### src/rtl/rf_wb_pkg.sv
// Shared writeback/register-file widths and defaults.
// Imported by the writeback arbiter and the register-file users.
package rf_wb_pkg;

  localparam int NREQ_DEF       = 3;
  localparam int ADDR_WIDTH_DEF = 5;
  localparam int DATA_WIDTH_DEF = 32;
  localparam int WEN_WIDTH      = 4;
  localparam int BYTE_CNT       = DATA_WIDTH_DEF / 8;
  localparam int STALL_W        = 16;

  // width of a pointer that indexes n requesters
  function automatic int ptr_width(input int n);
    return (n > 1) ? $clog2(n) : 1;
  endfunction

endpackage

### src/rtl/rr_arbiter.sv
// Round-robin arbiter: first request at/after the pointer wins,
// wrapping; next pointer is one past the winner.
module rr_arbiter
  import rf_wb_pkg::*;
#(
  parameter int NREQ = NREQ_DEF,
  parameter int PW   = ptr_width(NREQ)
) (
  input  logic [NREQ-1:0] req_i,
  input  logic [PW-1:0]   ptr_i,
  output logic [NREQ-1:0] gnt_o,
  output logic [PW-1:0]   ptr_o
);

  // scan from the pointer, grant the first requester found
  always_comb begin
    int idx;
    logic found;
    gnt_o = '0;
    ptr_o = ptr_i;
    found = 1'b0;
    idx   = 0;
    for (int k = 0; k < NREQ; k++) begin
      idx = (int'(ptr_i) + k) % NREQ;
      if (!found && req_i[idx]) begin
        found      = 1'b1;
        gnt_o[idx] = 1'b1;
        ptr_o      = (idx == NREQ - 1) ? '0 : PW'(idx + 1);
      end
    end
  end

endmodule

### src/rtl/rf_wb_arbiter.sv
// Register-file write-port arbiter for the writeback sources.
// Optional RF_WB_ARB_STALL_CNT_EN adds per-source stall counters.
module rf_wb_arbiter
  import rf_wb_pkg::*;
#(
  parameter int NREQ       = NREQ_DEF,
  parameter int ADDR_WIDTH = ADDR_WIDTH_DEF,
  parameter int DATA_WIDTH = DATA_WIDTH_DEF
) (
  input  logic                       clk,
  input  logic                       rst,
  input  logic                       freeze,
  input  logic [NREQ-1:0]            req_valid,
  output logic [NREQ-1:0]            req_ready,
  input  logic [NREQ*ADDR_WIDTH-1:0] req_waddr,
  input  logic [NREQ*WEN_WIDTH-1:0]  req_wen,
  input  logic [NREQ*DATA_WIDTH-1:0] req_wdata,
  output logic [ADDR_WIDTH-1:0]      rf_waddr,
  output logic [WEN_WIDTH-1:0]       rf_wen,
  output logic [DATA_WIDTH-1:0]      rf_wdata,
  output logic [NREQ-1:0]            last_grant
`ifdef RF_WB_ARB_STALL_CNT_EN
  ,
  output logic [NREQ*STALL_W-1:0]    stall_cnt
`endif
);

  localparam int PW = ptr_width(NREQ);

  logic [NREQ-1:0]       req_m;
  logic [NREQ-1:0]       gnt;
  logic [PW-1:0]         ptr_q, ptr_d;
  logic [ADDR_WIDTH-1:0] waddr_q, waddr_d;
  logic [WEN_WIDTH-1:0]  wen_q, wen_d;
  logic [DATA_WIDTH-1:0] wdata_q, wdata_d;
  logic [NREQ-1:0]       last_q, last_d;
  logic [ADDR_WIDTH-1:0] sel_addr;
  logic [WEN_WIDTH-1:0]  sel_wen;
  logic [DATA_WIDTH-1:0] sel_data;

  assign req_m = (rst || freeze) ? '0 : req_valid;

  rr_arbiter #(
    .NREQ (NREQ),
    .PW   (PW)
  ) u_rr (
    .req_i (req_m),
    .ptr_i (ptr_q),
    .gnt_o (gnt),
    .ptr_o (ptr_d)
  );

  assign req_ready = gnt;

  // one-hot AND-OR mux of the granted source's payload
  always_comb begin
    sel_addr = '0;
    sel_wen  = '0;
    sel_data = '0;
    for (int i = 0; i < NREQ; i++) begin
      if (gnt[i]) begin
        sel_addr = sel_addr | req_waddr[i*ADDR_WIDTH +: ADDR_WIDTH];
        sel_wen  = sel_wen  | req_wen[i*WEN_WIDTH +: WEN_WIDTH];
        sel_data = sel_data | req_wdata[i*DATA_WIDTH +: DATA_WIDTH];
      end
    end
  end

  // next write-port state; r0 writes are squashed, idle holds addr/data
  always_comb begin
    waddr_d = waddr_q;
    wdata_d = wdata_q;
    wen_d   = '0;
    last_d  = gnt;
    if (|gnt) begin
      waddr_d = sel_addr;
      wdata_d = sel_data;
      wen_d   = (sel_addr == '0) ? '0 : sel_wen;
    end
  end

  // write-port and pointer registers
  always_ff @(posedge clk) begin
    if (rst) begin
      ptr_q   <= '0;
      waddr_q <= '0;
      wen_q   <= '0;
      wdata_q <= '0;
      last_q  <= '0;
    end else begin
      ptr_q   <= ptr_d;
      waddr_q <= waddr_d;
      wen_q   <= wen_d;
      wdata_q <= wdata_d;
      last_q  <= last_d;
    end
  end

  assign rf_waddr   = waddr_q;
  assign rf_wen     = wen_q;
  assign rf_wdata   = wdata_q;
  assign last_grant = last_q;

`ifdef RF_WB_ARB_STALL_CNT_EN
  logic [STALL_W-1:0] stall_q [NREQ];

  for (genvar g = 0; g < NREQ; g++) begin : g_stall
    // count cycles a source waits, saturating at all-ones
    always_ff @(posedge clk) begin
      if (rst) begin
        stall_q[g] <= '0;
      end else if (req_valid[g] && !gnt[g] && (stall_q[g] != '1)) begin
        stall_q[g] <= stall_q[g] + 1'b1;
      end
    end
    assign stall_cnt[g*STALL_W +: STALL_W] = stall_q[g];
  end
`endif

endmodule

### config.mk
export PLATFORM = sky130hd
export DESIGN_NAME = rf_wb_arbiter
export DESIGN_NICKNAME = d
export VERILOG_FILES = /design/src/rtl/rf_wb_pkg.sv /design/src/rtl/rr_arbiter.sv /design/src/rtl/rf_wb_arbiter.sv
export SDC_FILE = /design/constraint.sdc
export NUM_CORES = 1
export LEC_CHECK = 0
export CAP_MARGIN = 20
export CORE_MARGIN = 5
export CORE_UTILIZATION = 35
export CTS_BUF_LIST = sky130_fd_sc_hd__clkbuf_8 sky130_fd_sc_hd__clkbuf_16
export DETAILED_ROUTE_END_ITERATION = 7
export GPL_TIMING_DRIVEN = 0
export HOLD_SLACK_MARGIN = 0.12
export PLACE_DENSITY = 0.88
export SLEW_MARGIN = 20
export SYNTH_ARGS = -nofsm -noshare
export SYNTH_HDL_FRONTEND = slang
export SYNTH_HIERARCHICAL = 1
export SYNTH_SLANG_ARGS = --single-unit
### constraint.sdc
create_clock -name clk -period 7.3 [get_ports clk]
set_input_delay 1.825 -clock clk [delete_from_list [all_inputs] [get_ports clk]]
set_output_delay 1.825 -clock clk [all_outputs]
set_load 0.01 [all_outputs]
==> run_results.csv <==
group,metric,value,unit
run_status,status,"complete, no violations",
timing,finalClockSkew,4.11,ps
timing,finalCritPeriodShare,0.907,
critical_path,r2r_cells,9,
critical_path,worstSetupPathType,"primary input to output port",
layout,n_fill_cell,497,
timing,fin_crit,6620,ps
logic_synthesis,yosysUniqueCellTypes,31,
route,drt_iter0_drc,229,
critical_path,end_kind,"output port",
timing,fin_tns_setup,0,ps
placed_design,port_buffers,175,
logic_synthesis,yosysMostFrequentCell,"dfxtp_1",
logic_synthesis,synth-seq-cells,46,
timing,holdWs,455,ps
timing,drv_slew,0,
logic_synthesis,synth_area_per_cell,9.19,um2
timing,finalWorstSetupSlack,679,ps
clock_tree,clkSlewWorstSetupHoldPaths,80,ps
critical_path,worst_ep_arrival_time,4800,ps
logic_synthesis,yosysTopAreaCellShare,0.423,
route,vias_per_cell,5.44,
logic_synthesis,synthTopCellsByCount,"46 x dfxtp_1, 41 x a21oi_1, 41 x a222oi_1",
timing,max_clock_freq,151,MHz
route,wl,8670,um
route,via_count,2695,
critical_path,crit_required,5480,ps
floorplan,die_h,88.9,um
route,drc,0,
logic_synthesis,postSynthNetCount,370,
global_route,grt_first_pass_wirelength,12700,um
timing,worstMarginPinSlew,654,ps
timing,hold_viol_final,0,
global_route,grt_max_degree,14,
floorplan,die-width,88.9,um
logic_synthesis,netlist_instances,237,
global_route,gr-total-overflow,0,
logic_synthesis,synth_edf_count,0,
logic_synthesis,ys_async_sr_fraction,0,
layout,fin_nets,552,
pwr,power,1.14,mW
placed_design,dpl.hpwl,7030,um
pwr,powerDensity,275,nW/um2
clock_tree,htreeDepth,2,
floorplan,dieArea,7900,um2
pwr,ir_drop,0.134,mV
layout,area_delta_synth_final,89.6,%
global_route,grt_use_total,0.207,
run,drv_cap,0,
route,ant_nets,0,
min_path,hold-path-cell-count,2,
pwr,p_leak,1.48,nW
clock_tree,root_buffer,"clkbuf_8",
floorplan,initial_core_util,0.364,
clock_tree,clock-sinks,46,
layout,antenna_cells,0,
critical_path,cp_max_fo,10,
timing,rsz0062_at_grt,"no",
critical_path,crit_path_start_kind,"primary input",
timing,setup_violations,0,
logic_synthesis,ys.flop_type,"dfxtp_1",
placed_design,routabilityCongestion,0.766,
floorplan,num_rows,28,
logic_synthesis,synth.area.top_cells,"dfxtp_1 42%, a222oi_1 19%, a21oi_1 9.4%",
layout,layout-drive-gt1-share,0.0524,
clock_tree,cts_hold_buffers,0,
clock_tree,cts_resized,0,
clock_tree,cts_buffers,5,
logic_synthesis,synth-seq-area-share,0.423,
floorplan,io_pins,176,
clock_tree,cts_post_setup_buffers_inserted,0,
logic_synthesis,yosysWarnings,6,
floorplan,coreArea,5990,um2
placed_design,dp_slack,710,ps
global_route,antenna_found_initial,0,
timing,relSlewSlack,0.564,
global_route,grt_pass1_vias,2686,
logic_synthesis,netlist_area,2180,um2
min_path,worstHoldPathType,"flop to flop",
clock_tree,cts_buffer_depth,2,
logic_synthesis,post-synth-top-area-cell,"dfxtp_1",
route,wire_per_inst,17.5,um
clock_tree,cts_tree,"built",
route,first_pass_iters,5,
clock_tree,clk-insertion-delay-late,290,ps
## kinds of logic after synthesis
group	after synthesis	synth area share
muxes	4	0.0184
DFF	46	0.423
adders and majority gates	4	0.0230
AOI/OAI and AO/OA	95	0.337
and+or+nand+nor	61	0.132
buffers and inverters	27	0.0678
## placed cells by master (no fill, tap or decap), types with 3 or more instances in the layout
cell and instances:
clkdlybuf4s50_1 175, dfxtp_1 46, a222oi_1 41, a21oi_1 41, nand2_1 39, clkbuf_1 10
inv_1 6, nor2b_1 5, clkbuf_8 5, buf_2 4, buf_6 4, or3_1 4
mux2i_1 4, ha_1 4, and2_1 3, buf_4 3, nand3b_1 3
## report_power, final
| part | total [mW] | internal, mW | switching, mW |
|---|---|---|---|
| Combinational | 0.602 | 0.322 | 0.281 |
| Sequential | 0.353 | 0.319 | 0.0338 |
| Clock | 0.182 | 0.0997 | 0.0826 |
## worst max-delay path: stages
cell             delay [ps]
clkdlybuf4s50_1         480
clkbuf_1                390
nor2_1                  110
and2_1                  200
mux2i_1                 300
or2_2                   200
nand3_1                  90
o21bai_1                530
clkdlybuf4s50_1         660
## cell type report
cell class                 instances  area, um2  area share
tap                               75       93.8      0.0227
multi-input combinational        164       1110       0.269
clock inverter                     3       37.5     0.00909
clock buffer                       5       68.8      0.0167
sequential                        46        921       0.223
buffer                            23        133      0.0321
timing repair buffer             175       1750       0.424
inverter                           4       15.0     0.00364
## layer usage
metal	up-vias	part of all wire	wire [um]	global-route usage
met5	-	0	0	0
met4	0	0.013	110	0.0467
met3	13	0.11	989	0.0673
met2	127	0.51	4400	0.387
met1	1257	0.37	3170	0.224
li1	1298	-	-	-
## sequential cells by signal, indices dropped and copies added, names as in the netlist
signal	cells
last_grant	3
ptr_q	2
rf_waddr	5
rf_wdata	32
rf_wen	4
## per-stage QoR
stage                     cells   util  area (um2)
after detailed placement    487  0.672        4020
after CTS                   495  0.689        4130
after floorplan             237      -        2180
final                       495  0.689        4130
after global routing        495  0.689        4130
after global placement      487  0.672        4020
## final timing paths
kind                                 start                       end  slack [ps]
setup / recovery                       rst              req_ready[0]         680
setup reg to reg       ptr_q[0]$_SDFF_PP0_  rf_wdata[8]$_SDFFE_PP0N_        4180
hold / removal    rf_waddr[1]$_SDFFE_PP0N_  rf_waddr[1]$_SDFFE_PP0N_         460
hold reg to reg   rf_waddr[1]$_SDFFE_PP0N_  rf_waddr[1]$_SDFFE_PP0N_         460
Power figures use the tool's default switching activity.
